$ cat src/rtl/mul_pkg.sv
// Shared definitions for the iterative shift-add multiplier.
package mul_pkg;

  localparam int MUL_W_DEFAULT = 32;

  typedef enum logic [1:0] {
    IDLE,
    RUN,
    FIN
  } state_e;

endpackage

$ cat src/rtl/mul_iter.sv
// Iterative W-cycle shift-add multiplier, signed or unsigned, with a full
// 2W-bit product and NZCV-style flags.
module mul_iter
  import mul_pkg::*;
#(
  parameter int W = MUL_W_DEFAULT
) (
  input  logic         clk,
  input  logic         rst,
  input  logic         start,
  input  logic         signed_op,
  input  logic [W-1:0] a,
  input  logic [W-1:0] b,
  output logic         busy,
  output logic         done,
  output logic [W-1:0] r,
  output logic [W-1:0] hi,
  output logic         n,
  output logic         z,
  output logic         c,
  output logic         v
);

  localparam int CW = $clog2(W + 1);

  state_e          state_q, state_d;
  logic [CW-1:0]   cnt_q, cnt_d;
  logic [W-1:0]    mcand_q, mcand_d;
  logic [2*W-1:0]  prod_q, prod_d;
  logic            neg_q, neg_d;
  logic            sgn_q, sgn_d;
  logic [W-1:0]    r_q, r_d;
  logic [W-1:0]    hi_q, hi_d;
  logic            n_q, n_d, z_q, z_d, c_q, c_d, v_q, v_d;
  logic            done_q, done_d;

  logic            a_neg, b_neg;
  logic [W-1:0]    a_mag, b_mag;
  logic [W:0]      sum;
  logic [2*W-1:0]  res;

  always_comb begin
    state_d = state_q;
    cnt_d   = cnt_q;
    mcand_d = mcand_q;
    prod_d  = prod_q;
    neg_d   = neg_q;
    sgn_d   = sgn_q;
    r_d     = r_q;
    hi_d    = hi_q;
    n_d     = n_q;
    z_d     = z_q;
    c_d     = c_q;
    v_d     = v_q;
    done_d  = 1'b0;

    a_neg = signed_op & a[W-1];
    b_neg = signed_op & b[W-1];
    // Negating the most negative value yields 2^(W-1) as an unsigned magnitude
    a_mag = a_neg ? -a : a;
    b_mag = b_neg ? -b : b;

    sum = {1'b0, prod_q[2*W-1:W]} + (prod_q[0] ? {1'b0, mcand_q} : {(W+1){1'b0}});
    res = neg_q ? -prod_q : prod_q;

    case (state_q)
      IDLE: begin
        // The cycle carrying done is never an accept cycle
        if (start && !done_q) begin
          mcand_d = a_mag;
          prod_d  = {{W{1'b0}}, b_mag};
          neg_d   = a_neg ^ b_neg;
          sgn_d   = signed_op;
          cnt_d   = CW'(W);
          state_d = RUN;
        end
      end
      RUN: begin
        prod_d = {sum, prod_q[W-1:1]};
        cnt_d  = cnt_q - CW'(1);
        if (cnt_q == CW'(1)) begin
          state_d = FIN;
        end
      end
      FIN: begin
        r_d     = res[W-1:0];
        hi_d    = res[2*W-1:W];
        n_d     = res[W-1];
        z_d     = (res[W-1:0] == '0);
        c_d     = !sgn_q && (res[2*W-1:W] != '0);
        v_d     = sgn_q && (res[2*W-1:W] != {W{res[W-1]}});
        done_d  = 1'b1;
        state_d = IDLE;
      end
      default: state_d = IDLE;
    endcase
  end

  always_ff @(posedge clk) begin
    if (rst) begin
      state_q <= IDLE;
      cnt_q   <= '0;
      mcand_q <= '0;
      prod_q  <= '0;
      neg_q   <= 1'b0;
      sgn_q   <= 1'b0;
      r_q     <= '0;
      hi_q    <= '0;
      n_q     <= 1'b0;
      z_q     <= 1'b0;
      c_q     <= 1'b0;
      v_q     <= 1'b0;
      done_q  <= 1'b0;
    end else begin
      state_q <= state_d;
      cnt_q   <= cnt_d;
      mcand_q <= mcand_d;
      prod_q  <= prod_d;
      neg_q   <= neg_d;
      sgn_q   <= sgn_d;
      r_q     <= r_d;
      hi_q    <= hi_d;
      n_q     <= n_d;
      z_q     <= z_d;
      c_q     <= c_d;
      v_q     <= v_d;
      done_q  <= done_d;
    end
  end

  assign busy = (state_q != IDLE);
  assign done = done_q;
  assign r    = r_q;
  assign hi   = hi_q;
  assign n    = n_q;
  assign z    = z_q;
  assign c    = c_q;
  assign v    = v_q;

endmodule

$ cat config.mk
export PLATFORM = sky130hd
export DESIGN_NAME = mul_iter
export DESIGN_NICKNAME = d
export VERILOG_FILES = /design/src/rtl/mul_pkg.sv /design/src/rtl/mul_iter.sv
export SDC_FILE = /design/constraint.sdc
export NUM_CORES = 1
export LEC_CHECK = 0
export CAP_MARGIN = 20
export CORE_ASPECT_RATIO = 1.5
export CORE_MARGIN = 2
export CORE_UTILIZATION = 35
export DETAILED_ROUTE_END_ITERATION = 10
export GPL_TIMING_DRIVEN = 0
export SYNTH_ARGS = -nofsm -noshare
export SYNTH_HDL_FRONTEND = slang
export SYNTH_SLANG_ARGS = --single-unit
$ cat constraint.sdc
create_clock -name clk -period 5.5 [get_ports clk]
set_input_delay 0.55 -clock clk [delete_from_list [all_inputs] [get_ports clk]]
set_output_delay 0.55 -clock clk [all_outputs]
set_load 0.01 [all_outputs]
# --- Word level (Yosys, flattened, before mapping) ---
# Cells that the tools add are included.
word_totals:
  reg_bits: 175
  in_bits: 68
  out_inout_bits: 70
  elab_cells: 52
op_classes:
  n_addsub: 5
  n_eq_ne: 6
  muxes: 12
  bitwise_logic: 3
  reduce_logical: 13
ops:
  columns: ["cell", "n"]
  rows:
  - ["64-bit two-way mux", 2]
  - ["64-bit case mux with 2 select lines", 1]
  - ["32-bit two-way mux", 3]
  - ["32-bit negator", 2]
  - ["64-bit negator", 1]
  - ["32-bit by 32-bit adder with 33-bit output", 1]
  - ["32-bit zero test", 1]
  - ["32-bit != test", 1]
  - ["32-bit nonzero test", 1]
  - ["6-bit case mux with 2 select lines", 1]
  - ["6-bit by 1-bit equality test with 1-bit output (second input constant)", 1]
  - ["6-bit two-way mux", 1]
  - ["2-bit AND reduction", 3]
  - ["6-bit by 1-bit subtractor with 6-bit output (second input constant)", 1]
  - ["2-bit two-way mux", 2]
  - ["2-bit != test (second input constant)", 2]
  - ["2-bit case mux with 2 select lines", 1]
  - ["2-bit nonzero test", 2]
  - ["1-bit logical AND", 3]
  - ["1-bit bitwise AND", 2]
  - ["2-bit by 1-bit equality test with 1-bit output (second input constant)", 1]
  - ["2-bit equality test (second input constant)", 1]
  - ["1-bit zero test", 2]
  - ["2-bit zero test", 1]
  - ["2 further kinds", 2]

# --- Logic depth before layout (Yosys ltp) ---
# Gate-level depths: netlist of the first run.
depth:
  depth_word: 4
  depth_mapped: 16
  mapped_depth_nobuf: 14

# --- Least setup slack after synthesis of the first run ---
# No wires, ideal clock.
synth_path:
  path_type: "register -> register"
  start: "reg prod_q[0]"
  end: "reg v_q (netlist: v)"
  setup_ns: 0.132
  arrival_time_ns: 3.692
  required_time_ns: 5.368
  slack_ns: 1.676
  path_stages_with_launch: 15
  n_path_buf: 2
  period_less_slack_ns: 3.824
  path_cell_list: "dfxtp_1 -> clkbuf_1 -> inv_1 -> ha_1 -> nor4b_1 -> and4b_1 -> nand4_1 -> clkbuf_1 -> o41ai_1 -> xnor2_1 -> o22ai_1 -> or4_1 -> or4_1 -> o311ai_1 -> a21oi_1"
synth_between:
  elab_chain_cells: 4
synth_lines:
  columns: ["element", "line_no", "rtl"]
  rows:
  - ["from (decl)", "mul_iter.sv:29", "logic [2*W-1:0] prod_q, prod_d;"]
  - ["from (signal assigned)", "mul_iter.sv:118", "prod_q <= prod_d;"]
  - ["64-bit negator", "mul_iter.sv:64", "res = neg_q ? -prod_q : prod_q;"]
  - ["64-bit two-way mux", "mul_iter.sv:64", null]
  - ["32-bit != test", "mul_iter.sv:91", "v_d = sgn_q && (res[2*W-1:W] != {W{res[W-1]}});"]
  - ["1-bit logical AND", "mul_iter.sv:91", null]
  - ["to (signal assigned)", "mul_iter.sv:126", "v_q <= v_d;"]
  - ["to (decl)", "mul_iter.sv:34", "logic n_q, n_d, z_q, z_d, c_q, c_d, v_q, v_d;"]
# No other way between the ends.
# A chain may end at the register's enable or synchronous reset.

# --- Final worst setup path of the first run ---
# Same ends and word-level chain as after synthesis.

==> flow_metrics.tcl, run 1 <==
set metrics [dict create \
    status "completed" \
    clkTransAtPathRegs_ps 70 \
    ys_async_sr_fraction_pct 0 \
    period_needed_ps 4860 \
    core_mm2 0.0318 \
    yosysUniqueCellTypes 77 \
    wl_met1_um 15400 \
    cts_htree_levels 4 \
    dr_wl_met3_um 1370 \
    synth.avg_cell_area_um2 7.80 \
    finalSetupViolCount 0 \
    ys_seq_area_share_pct 30.7 \
    synthFlopType "dfxtp_1" \
    top_layer "met4" \
    fillers 3318 \
    tightest_slew_ps 975 \
    grt-ovfl-total 0 \
    die_area_mm2 0.0339 \
    num_vias 11311 \
    ir_worst_vdd_uv 195 \
    die_width_um 151 \
    drc 0 \
    yosys_warnings 0 \
    cp-end-kind "register" \
    antenna_found_initial 0 \
    clock-root-buffer "clkbuf_16" \
    clock_latency_ps 440 \
    powerDensity_mw_per_mm2 239 \
    worst_hold_path_type "reg2reg" \
    wl_met2_um 19900 \
    crit_path_max_incr_delay_ps 680 \
    place_area_mm2 0.0132 \
    dr.pass1.iters 7 \
    clock_path_buffers 2 \
    tritoncts "yes" \
    ys_seq_elements 174 \
    maxSlewViolCount 0 \
    worstSetupStartpointType "register" \
    synthCells 1452 \
    final_cell_mix "dfxtp_1, nor2_1, nand2_1, clkdlybuf4s50_1, a21oi_1" \
    arrival_ps 5160 \
    hpwlAfterDp_um 30700 \
    grt_max_degree 17 \
    path_cells "clkbuf_1 -> inv_1 -> ha_1 -> nor4b_1 -> and4b_1 -> nand4_1 -> clkbuf_1 -> o41ai_1 -> xnor2_1 -> o22ai_1 -> or4_1 -> or4_1 -> o311ai_1 -> a21oi_1" \
    max_freq_mhz 206 \
    path_max_fanout 10 \
    required_ps 5800 \
    cts_resized 0 \
    pin_count 138 \
    total_power_mw 3.29 \
    cts.sinks 174 \
    routed_via_density 5.57 \
    rrSetupSlack_ps 640 \
    cap_viol_max_count 0 \
    avgRoutedWirePerCell_um 18.7 \
    synth_nets 1559 \
    ant_nets 0 \
    hold_buffers 0 \
    post_cts.repair.setup_buffers 0 \
    num_rows 80 \
    syn_area_mm2 0.0113 \
    start_util_pct 35.6 \
    cts_buffers 17 \
    crit_type "reg2reg" \
    hold_viol_final 0 \
    leakage_nw 4.95 \
    design_area_mm2 0.0138 \
    rsz0062_at_grt "false" \
    die_h_um 224 \
    drive_gt1_share_pct 4.69 \
    grt_usage_pct 22.2 \
    slew_headroom_pct 34.1 \
    grt_pass1_vias 11004 \
    synth_edf_count 0 \
    crit_path_top_delay_cell "nor4b_1" \
    clock_skew_ps 10.6 \
    final_common_cell "dfxtp_1" \
    portBuffers 135 \
    drtIter0Drc 664 \
    setup_tns_ps 0 \
    grt_pass1_wl_um 58900 \
    period_share_pct 88.4 \
    place_congestion 0.978 \
    nets 1714 \
    areaGrowthSynthToFinish_pct 21.5 \
    n_antenna_cell 0 \
    routed_wl_um 37900 \
]
## path summary, 6_finish.rpt
| check | from | end | depth (start not counted) |
|---|---|---|---|
| worst min register to register | mcand_q[30] | mcand_q[30] | 2 |
| worst max register to register | prod_q[0] | v | 14 |
| worst min-delay path | mcand_q[30] | mcand_q[30] | 2 |
| worst max-delay path | prod_q[0] | v | 14 |
## per-stage QoR
stage / hold slack, ps / utilization [%] / setup WS, ps / cells
floorplan: 427 / - / 1680 / 1452
global placement: 437 / 41.5 / 719 / 1997
detailed placement: 444 / 41.5 / 714 / 1998
CTS: 453 / 43.2 / 666 / 2030
global route: 471 / 43.2 / 357 / 2030
finish: 453 / 43.2 / 639 / 2030
## state kept, by name, indices dropped and copies added (netlist names)
| name | count |
|---|---|
| prod_q | 64 |
| hi | 32 |
| mcand_q | 32 |
| r | 32 |
| cnt_q | 6 |
| state_q | 2 |
| c | 1 |
| done | 1 |
| neg_q | 1 |
| sgn_q | 1 |
| v | 1 |
| z | 1 |
## synthesized netlist by cell type, drive strengths merged (4+ instances only)
cell,n,area [um^2]
nand3,25,125
o31ai,25,215
or4,21,171
inv,22,82.6
a21oi,95,475
a22oi,34,255
o41ai,20,175
and3,5,31.3
clkbuf,85,320
and2,37,231
a311oi,5,43.8
nor2b,9,56.3
o21bai,7,52.6
nand2b,15,93.8
nor4b,4,41.3
ha,38,475
dfxtp,174,3480
a211oi,90,676
a31oi,4,25.0
nor4,26,178
nand4,16,115
or3,22,138
a21boi,4,30.0
nor2,157,589
xnor2,49,429
o21a,5,37.5
o21ai,84,420
nor3b,4,30.0
a32o,4,40.0
a21o,16,120
xor2,93,830
nand2,147,552
nor3,31,165
a32oi,4,35.0
buf,18,91.3
or2,13,81.3
## logic make-up (layout without fill, tap and decap cells)
kind of cell / count (synthesis) / count (layout) / share of synthesized area, %
AND/OR/NAND/NOR: 544 / 544 / 23.9
XOR/XNOR: 142 / 142 / 11.1
multiplexers: 6 / 6 / 0.563
buffers and inverters: 125 / 293 / 4.36
flip-flops: 174 / 174 / 30.7
AO/OA/AOI/OAI: 422 / 422 / 24.9
adder cells (fa/ha/maj): 39 / 39 / 4.37
## final cells by class
type,instances,area [um^2],share of cell area (%)
plain buffers,103,412,2.99
clock buffers,18,429,3.12
clock inverters,14,134,0.973
inverters,22,82.6,0.600
multi-input cells,1153,7350,53.4
flip-flops and latches,174,3480,25.3
well taps,410,513,3.73
repair buffers,136,1360,9.87
## layer usage
metal | up-vias | global-route usage [%]
met5 | - | 0
met4 | 0 | 8.20
met3 | 61 | 2.94
met2 | 296 | 41.9
met1 | 5359 | 25.0
li1 | 5595 | -
## worst max-delay path: cells and delay by family (launching register included)
family	cells	cell delay (ps)
DFF	1	300
xor gates and xnor gates	1	250
adders and majority gates	1	240
buffers and inverters	3	760
AOI/OAI and AO/OA	4	870
and+or+nand+nor	5	2310
## power breakdown
| part | switching (mW) | internal [mW] | leakage [nW] |
|---|---|---|---|
| Sequential | 0.0494 | 1.32 | 1.42 |
| Clock | 0.550 | 0.631 | 0.277 |
| Combinational | 0.462 | 0.277 | 3.26 |
| Total | 1.06 | 2.23 | 4.95 |
(Power assumes the default switching activity.)
==> run 2, diff against run 1 <==
--- a/config.mk
+++ b/config.mk
@@ -6,9 +6,10 @@
 export NUM_CORES = 1
 export LEC_CHECK = 0
 export CAP_MARGIN = 20
-export CORE_ASPECT_RATIO = 1.5
+export CORE_ASPECT_RATIO = 0.9
 export CORE_MARGIN = 2
 export CORE_UTILIZATION = 35
+export CTS_CLUSTER_DIAMETER = 50
 export DETAILED_ROUTE_END_ITERATION = 10
 export GPL_TIMING_DRIVEN = 0
 export SYNTH_ARGS = -nofsm -noshare
==> flow_metrics.tcl, run 2 (synthesis results as in run 1) <==
set metrics [dict create \
    maxSlewViolCount 0 \
    place_congestion 0.943 \
    pin_count 138 \
    arrival_ps 5280 \
    num_rows 62 \
    crit_path_max_incr_delay_ps 750 \
    dr.pass1.iters 5 \
    hold_viol_final 0 \
    intPower_mw 2.26 \
    crit_path_top_delay_cell "nor4b_1" \
    areaGrowthSynthToFinish_pct 21.5 \
    critPathTopFamily "simple AND/OR/NAND/NOR gates" \
    portBuffers 135 \
    ir_worst_vdd_uv 212 \
    setup_tns_ps 0 \
    grt_pass1_wl_um 57600 \
    required_ps 5800 \
    clock_path_buffers 2 \
    grt_usage_pct 21.3 \
    cts_htree_levels 4 \
    cp_num_cells 14 \
    cap_viol_max_count 0 \
    grt_max_degree 17 \
    n_antenna_cell 0 \
    rsz0062_at_grt "false" \
    r2r_cells 14 \
    drtIter0Drc 799 \
    rrSetupSlack_ps 520 \
    cts_resized 0 \
    hpwlAfterDp_um 29800 \
    max_flop_register "prod_q" \
    ant_nets 0 \
    final_cell_mix "dfxtp_1, nor2_1, nand2_1, clkdlybuf4s50_1, a21oi_1" \
    clkPwrFrac_pct 36.7 \
    finalSetupViolCount 0 \
    die_width_um 194 \
    worstHoldStart "mcand_q[30]" \
    num_vias 11125 \
    clock_skew_ps 11.5 \
    switching_share_pct 31.9 \
    clock_latency_ps 450 \
    routed_via_density 5.47 \
    max_freq_mhz 201 \
    nets 1713 \
    powerDensity_mw_per_mm2 241 \
    path_cells "clkbuf_1 -> inv_1 -> ha_1 -> nor4b_1 -> and4b_1 -> nand4_1 -> clkbuf_1 -> o41ai_1 -> xnor2_1 -> o22ai_1 -> or4_1 -> or4_1 -> o311ai_1 -> a21oi_1" \
    final_common_cell "dfxtp_1" \
    tritoncts "yes" \
    status "completed" \
    largest_reg_flops 64 \
    grt_pass1_vias 10217 \
    pwr-share-comb_pct 22.0 \
    hold-path-cell-count 2 \
    fin_cells 2033 \
    power_switching_mw 1.06 \
    min_to "mcand_q[30]" \
    routed_wl_um 36800 \
    slew_headroom_pct 34.9 \
    cp-end-kind "register" \
    tightest_slew_ps 974 \
    post-route-util_pct 43.2 \
    core_mm2 0.0319 \
    period_share_pct 90.6 \
    hold_buffers 0 \
    total_power_mw 3.32 \
    clock-root-buffer "clkbuf_16" \
    pwr-share-seq_pct 41.4 \
    crit_type "reg2reg" \
    die_h_um 175 \
    start_util_pct 35.5 \
    die_area_mm2 0.0338 \
    worst_hold_path_type "reg2reg" \
    layout_setup_ws_ps 519 \
    drc 0 \
    grt-ovfl-total 0 \
    critPathBufInv 3 \
    cts_buffers 17 \
    antenna_found_initial 0 \
    place_inst 2003 \
    timing.rr.start "prod_q[0]" \
    startpoint "prod_q[0]" \
    clkTransAtPathRegs_ps 70 \
    leakage_nw 4.94 \
    post_cts.repair.setup_buffers 0 \
    cts.sinks 174 \
    pre_cts_ws_ps 643 \
    avgRoutedWirePerCell_um 18.1 \
    fillers 3311 \
    period_needed_ps 4980 \
    path_max_fanout 10 \
    drive_gt1_share_pct 4.58 \
    regToRegEndpoint "v" \
    worstSetupStartpointType "register" \
]
==> run 2: cell types whose count changed in the layout (fill, tap and decap cells not counted), sizes merged <==
cell and delta:
clkinv -4, clkinvlp +3, bufinv +1, clkbuf -1, inv -1, buf -1
==> run 2: metrics by stage <==
step / hold WS (ps) / cell area (um^2)
after CTS: 454 / 13800
after floorplan: 427 / 11300
after global placement: 440 / 13200
after detailed placement: 444 / 13200
after global routing: 469 / 13800
final: 451 / 13800
==> run 2: routing by layer <==
metal	vias to the layer above	wire (um)	track usage, %
met4	0	443	4.87
met3	30	2350	3.71
met2	357	15200	31.2
met1	5162	18900	32.3
met5	-	0	0
li1	5576	-	-
==> run 2: layout make-up <==
cell class | count | area [um^2] | area share [%]
buffer | 103 | 412 | 2.99
clock buffer | 17 | 425 | 3.09
clock inverter | 13 | 143 | 1.04
inverter | 22 | 82.6 | 0.600
multi-input combinational | 1153 | 7350 | 53.4
sequential | 174 | 3480 | 25.3
tap | 416 | 520 | 3.78
timing repair buffer | 135 | 1350 | 9.81
==> run 2: power by group through the flow <==
| stage | clock network (mW) | logic, mW | registers (mW) |
|---|---|---|---|
| floorplan | 0 | 0.476 | 1.38 |
| global placement | 0 | 0.714 | 1.40 |
| detailed placement | 0 | 0.720 | 1.40 |
| CTS | 1.24 | 0.721 | 1.37 |
| global route | 1.28 | 0.801 | 1.38 |
| finish | 1.22 | 0.729 | 1.37 |
==> run 2: worst max-delay path by stage <==
stage,slack (ps),endpoint
finish,520,v
global route,240,v
CTS,630,v
detailed placement,640,v
global placement,550,v
floorplan,1680,v
==> run 2: worst reg2reg max path, delay by kind of cell (launching register included) <==
family          cells  cell delay, ps
compound gates      4             840
fa+ha+maj           1             220
simple gates        5            2400
flops               1             300
xor+xnor            1             290
buf+inv             3             790
